==> src/rtl/voice_control_regs.sv <==
// Register block for one synthesizer voice: byte-wide write port, shadowed
// 16/12-bit commits and a gate retrigger sequencer that stalls the bus.
module voice_control_regs #(
    parameter int RETRIG_CYCLES = 4
) (
    input  logic        clk,
    input  logic        rst,
    input  logic        wr_valid,
    output logic        wr_ready,
    input  logic [2:0]  wr_addr,
    input  logic [7:0]  wr_data,
    output logic        bad_addr,
    output logic [15:0] tone_freq,
    output logic [11:0] pulse_width,
    output logic [3:0]  waveform_enable,
    output logic        gate,
    output logic        en_sync,
    output logic        en_ringmod,
    output logic [3:0]  attack,
    output logic [3:0]  decay,
    output logic [3:0]  sustain,
    output logic [3:0]  rel
);

    typedef enum logic {
        IDLE   = 1'b0,
        RETRIG = 1'b1
    } state_t;

    localparam logic [7:0] RETRIG_LOAD = 8'(RETRIG_CYCLES - 1);

    localparam logic [2:0] ADDR_FREQ_LO = 3'd0;
    localparam logic [2:0] ADDR_FREQ_HI = 3'd1;
    localparam logic [2:0] ADDR_PW_LO   = 3'd2;
    localparam logic [2:0] ADDR_PW_HI   = 3'd3;
    localparam logic [2:0] ADDR_CTRL    = 3'd4;
    localparam logic [2:0] ADDR_AD      = 3'd5;
    localparam logic [2:0] ADDR_SR      = 3'd6;
    localparam logic [2:0] ADDR_BAD     = 3'd7;

    state_t     state;
    state_t     state_nxt;
    logic [7:0] cnt;
    logic [7:0] cnt_nxt;
    logic       gate_nxt;
    logic [7:0] freq_lo_shadow;
    logic [7:0] pw_lo_shadow;
    logic       wr_en;
    logic       ctrl_wr;
    logic       start_retrig;

    assign wr_ready = (state == IDLE);
    assign wr_en    = wr_valid && wr_ready;
    assign ctrl_wr  = wr_en && (wr_addr == ADDR_CTRL);

    // Retrigger only when the voice is already sounding and both request bits are set.
    assign start_retrig = ctrl_wr && wr_data[0] && wr_data[3] && gate;

    always_ff @(posedge clk or negedge rst) begin
        if (!rst) begin
            state <= IDLE;
            cnt   <= 8'd0;
            gate  <= 1'b0;
        end else begin
            state <= state_nxt;
            cnt   <= cnt_nxt;
            gate  <= gate_nxt;
        end
    end

    always_comb begin
        state_nxt = state;
        cnt_nxt   = cnt;
        gate_nxt  = gate;
        case (state)
            IDLE: begin
                if (start_retrig) begin
                    gate_nxt  = 1'b0;
                    cnt_nxt   = RETRIG_LOAD;
                    state_nxt = RETRIG;
                end else if (ctrl_wr) begin
                    gate_nxt = wr_data[0];
                end
            end
            RETRIG: begin
                if (cnt == 8'd0) begin
                    gate_nxt  = 1'b1;
                    state_nxt = IDLE;
                end else begin
                    cnt_nxt = cnt - 8'd1;
                end
            end
            default: begin
                state_nxt = IDLE;
            end
        endcase
    end

    always_ff @(posedge clk or negedge rst) begin
        if (!rst) begin
            bad_addr        <= 1'b0;
            freq_lo_shadow  <= 8'd0;
            pw_lo_shadow    <= 8'd0;
            tone_freq       <= 16'd0;
            pulse_width     <= 12'd0;
            waveform_enable <= 4'd0;
            en_sync         <= 1'b0;
            en_ringmod      <= 1'b0;
            attack          <= 4'd0;
            decay           <= 4'd0;
            sustain         <= 4'd0;
            rel             <= 4'd0;
        end else begin
            bad_addr <= wr_en && (wr_addr == ADDR_BAD);
            if (wr_en) begin
                // Shadows are kept after a commit so a lone hi write reuses the old lo byte.
                case (wr_addr)
                    ADDR_FREQ_LO: freq_lo_shadow <= wr_data;
                    ADDR_FREQ_HI: tone_freq      <= {wr_data, freq_lo_shadow};
                    ADDR_PW_LO:   pw_lo_shadow   <= wr_data;
                    ADDR_PW_HI:   pulse_width    <= {wr_data[3:0], pw_lo_shadow};
                    ADDR_CTRL: begin
                        waveform_enable <= wr_data[7:4];
                        en_ringmod      <= wr_data[2];
                        en_sync         <= wr_data[1];
                    end
                    ADDR_AD: begin
                        attack <= wr_data[7:4];
                        decay  <= wr_data[3:0];
                    end
                    ADDR_SR: begin
                        sustain <= wr_data[7:4];
                        rel     <= wr_data[3:0];
                    end
                    default: begin
                    end
                endcase
            end
        end
    end

endmodule

==> config.mk <==
export PLATFORM = sky130hd
export DESIGN_NAME = voice_control_regs
export DESIGN_NICKNAME = d
export VERILOG_FILES = /design/src/rtl/voice_control_regs.sv
export SDC_FILE = /design/constraint.sdc
export NUM_CORES = 1
export LEC_CHECK = 0
export BUFFER_PORTS_ARGS = -buffer_cell sky130_fd_sc_hd__buf_2
export CAP_MARGIN = 15
export CORE_MARGIN = 8
export CORE_UTILIZATION = 35
export DETAILED_ROUTE_END_ITERATION = 10
export PLACE_DENSITY = 0.55
export SKIP_LAST_GASP = 1
export SYNTH_ARGS = -nofsm -noshare
export SYNTH_HDL_FRONTEND = slang
export SYNTH_SLANG_ARGS = --single-unit
==> constraint.sdc <==
create_clock -name clk -period 1.95 [get_ports clk]
set_input_delay 0.39 -clock clk [delete_from_list [all_inputs] [get_ports clk]]
set_output_delay 0.39 -clock clk [all_outputs]
set_load 0.005 [all_outputs]
==> impl_metrics.yaml <==
timing:
  fin_skew_ns: 0.00834
  setup-tns-final_ns: 0
  drv_slew: 0
  setup_viol: 0
  fin_crit_sh_pct: 97.0
  max_freq_ghz: 0.529
  rsz0062_at_grt: "true"
  hold_ws_ns: 0.00557
  finalCriticalPeriod_ns: 1.89
  hold_viol: 0
  worst_pin_slew_ns: 0.580
  slew_headroom_pct: 61.2
worst_setup_path:
  cp_num_buf_inv: 2
  cp-endpoint: "cnt[3]$_DFFE_PN0P_"
  worst-r2r-setup-slack_ns: 0.06
  r2r-start: "cnt[0]$_DFFE_PN0P_"
  crit_family: "simple AND/OR/NAND/NOR gates"
  critPathLaunch: "cnt[0]$_DFFE_PN0P_"
  cp_slowest_cell: "or4b_4"
  slowest_delay_ns: 0.50
  r2r_end: "cnt[3]$_DFFE_PN0P_"
  crit_type: "reg -> reg"
  crit_fanout: 7
  reg2reg_depth: 7
  startpoint_type: "flip-flop"
  required_ns: 2.22
  worst_ep_arrival_time_ns: 2.16
  cp_num_cells: 7
  cp_cell_sequence: "inv_1 -> ha_1 -> or4b_4 -> o21ai_4 -> buf_4 -> nand2_2 -> a31oi_1"
  cp-end-kind: "flip-flop"
die:
  dieHeight_um: 110
  floorplan.initialDensity_pct: 35.9
  dieWidth_um: 110
  coreArea_um2: 8680
  row_count: 34
  num_io_pins: 67
  die_area_um2: 12200
cells_and_area:
  final_util_pct: 44.0
  final_nets: 302
  layout-drive-gt1-share_pct: 57.7
  layout_commonest_cell: "dfrtp_1"
  final_cell_mix: "dfrtp_1 (77), mux2_2 (66), buf_2 (65)"
  regArea_um2: 1930
  diodes: 0
  syn_to_final_growth_pct: 22.5
  final.fill_count: 847
  final_cells: 399
  multiInputGateArea_um2: 1150
placement:
  io_buffer_count: 66
  place_hpwl_um: 4990
  dp.cells: 381
  gp_congestion: 0.727
synthesis:
  ys_ff_latch: 77
  muxShareOfSynthArea_pct: 24.2
  synthArstFlopShare_pct: 100
  yosys.area.top_type_share_pct: 61.9
  ys.flop_type: "dfrtp_1"
  syn_area_per_cell_um2: 15.0
  ys_seq_area_share_pct: 61.9
  netlist_instances: 207
  synthSimpleGateAreaFrac_pct: 8.68
  synth_top_family_by_area: "multiplexers"
  yosys_warnings: 0
  synth_compound_area_share_pct: 3.18
  synth.distinct_cells: 39
  synth_xor_area_share_pct: 0
  synth_area_leader_cell: "dfrtp_1"
  synth_fp_nets: 223
  synth_edf_count: 0
  synthTopCellsByArea: "dfrtp_1 (62%), mux2_2 (24%), nor3b_4 (1.2%), nand2_1 (1.1%), ha_1 (0.80%)"
  synth_area_um2: 3110
  synth_adder_area_share_pct: 0.804
power_and_ir_drop:
  p_int_mw: 2.14
  total_leakage_power_nw: 2.05
  p_sw_uw: 673
  ir_drop_uv: 377
  power.density_nw_per_um2: 737
  pwr-share-clk_pct: 39.3
  pwr-share-comb_pct: 3.4
  netSwitchingFraction_pct: 23.9
  p_seq_share_pct: 57.3
routing:
  dr.pass1.iters: 4
  drcViolationCount: 0
  vias: 1954
  ant_nets: 0
  wl_per_cell_um: 17.1
  vias_per_cell: 4.90
  drt-total-wl_um: 6840
  drtIter0Drc: 52
cts:
  cts_resized: 0
  path_clk_slew_ns: 0.08
  clock-sinks: 77
  cts-buffers-inserted: 9
  cts_tree: "yes"
  cts-root-buf: "clkbuf_8"
  clockBufferDepth: 2
  htreeDepth: 3
  clk-insertion-delay-late_ns: 0.35
global_routing:
  grt_pass1_wl_um: 11400
  antenna_found_initial: 0
  track_usage_pct: 12.1
  first_global_vias: 2176
  overflow: 0
  grt_max_degree: 37
outcome:
  status: "finished clean"
worst_hold_path:
  hold_path_class: "in -> async"
flow_run:
  maxCapViolCount: 0
Yosys cell counts (2+ instances only):
cell     count
nor3b_4      2
mux2_2      66
o21ai_0      3
inv_1        2
nand3_1      4
and3_1       2
nand2_1      9
buf_2        3
dfrtp_1     77
ha_1         2
or3_2        2
nor2_1       5
nand3_2      2
nor3_1       3
metrics by stage:
stage               setup slack (ns)  cell area, µm²  power (mW)
floorplan                      0.239            3110        1.66
global placement               0.103            3620        1.74
detailed placement             0.102            3620        1.74
CTS                           0.0881            3800        2.86
global route                 -0.0103            3810        2.92
finish                        0.0592            3810        2.81
flip-flops by register name, summed over array words and instances, names as in the netlist:
name and count:
sustain 4, waveform_enable 4, pw_lo_shadow 8, rel 4, gate 1, en_ringmod 1, bad_addr 1, attack 4
freq_lo_shadow 8, pulse_width 12, decay 4, state 1, tone_freq 16, cnt 8, en_sync 1
cells by family (layout without fill, tap and decap cells):
| logic type | count (synthesis) | count (layout) |
|---|---|---|
| AO/OA/AOI/OAI | 13 | 13 |
| adder cells (fa/ha/maj) | 2 | 2 |
| buffers and inverters | 8 | 92 |
| flip-flops | 77 | 77 |
| multiplexers | 67 | 67 |
| AND/OR/NAND/NOR | 40 | 40 |
power groups by stage:
stage	registers [mW]	clock network [mW]	logic [mW]
5_1_grt	1.61	1.20	0.110
3_3_place_gp	1.64	0	0.0994
4_1_cts	1.61	1.15	0.101
2_1_floorplan	1.64	0	0.0182
6_report	1.61	1.11	0.0957
3_5_place_dp	1.64	0	0.102
worst reg2reg max path, cell delays in order (launching register included):
cell	delay, ns
dfrtp_1	0.39
inv_1	0.12
ha_1	0.19
or4b_4	0.50
o21ai_4	0.25
buf_4	0.16
nand2_2	0.05
a31oi_1	0.16
worst min-delay path by stage:
stage	from	end	slack, ns
4_1_cts	rst	gate$_DFFE_PN0P_	0.01
3_5_place_dp	rst	gate$_DFFE_PN0P_	0.40
5_1_grt	rst	pulse_width[3]$_DFFE_PN0P_	0.03
2_1_floorplan	rst	attack[0]$_DFFE_PN0P_	0.09
6_report	rst	cnt[5]$_DFFE_PN0P_	0.006
3_3_place_gp	rst	gate$_DFFE_PN0P_	0.39
layer usage:
layer / part of all wire [%] / wire length [µm] / global-route usage, %
met5: 0 / 0 / 0
met4: 2.0 / 139 / 6.18
met3: 7.5 / 511 / 4.36
met2: 47 / 3190 / 18.0
met1: 44 / 2990 / 15.2
timing repair:
item / CTS / global route
endpoints found under the setup margin: 0 / 1
setup buffers: 0 / 2
hold buffers: 0 / 0
final cells by class:
cell class                 count  area share, %
clock inverter                 6           1.21
inverter                       3          0.295
timing repair buffer          73           10.8
sequential                    77           50.5
multi-input combinational    122           30.1
tap                          108           3.54
clock buffer                  10           3.61
No activity file was read; power rests on OpenSTA's default activity.
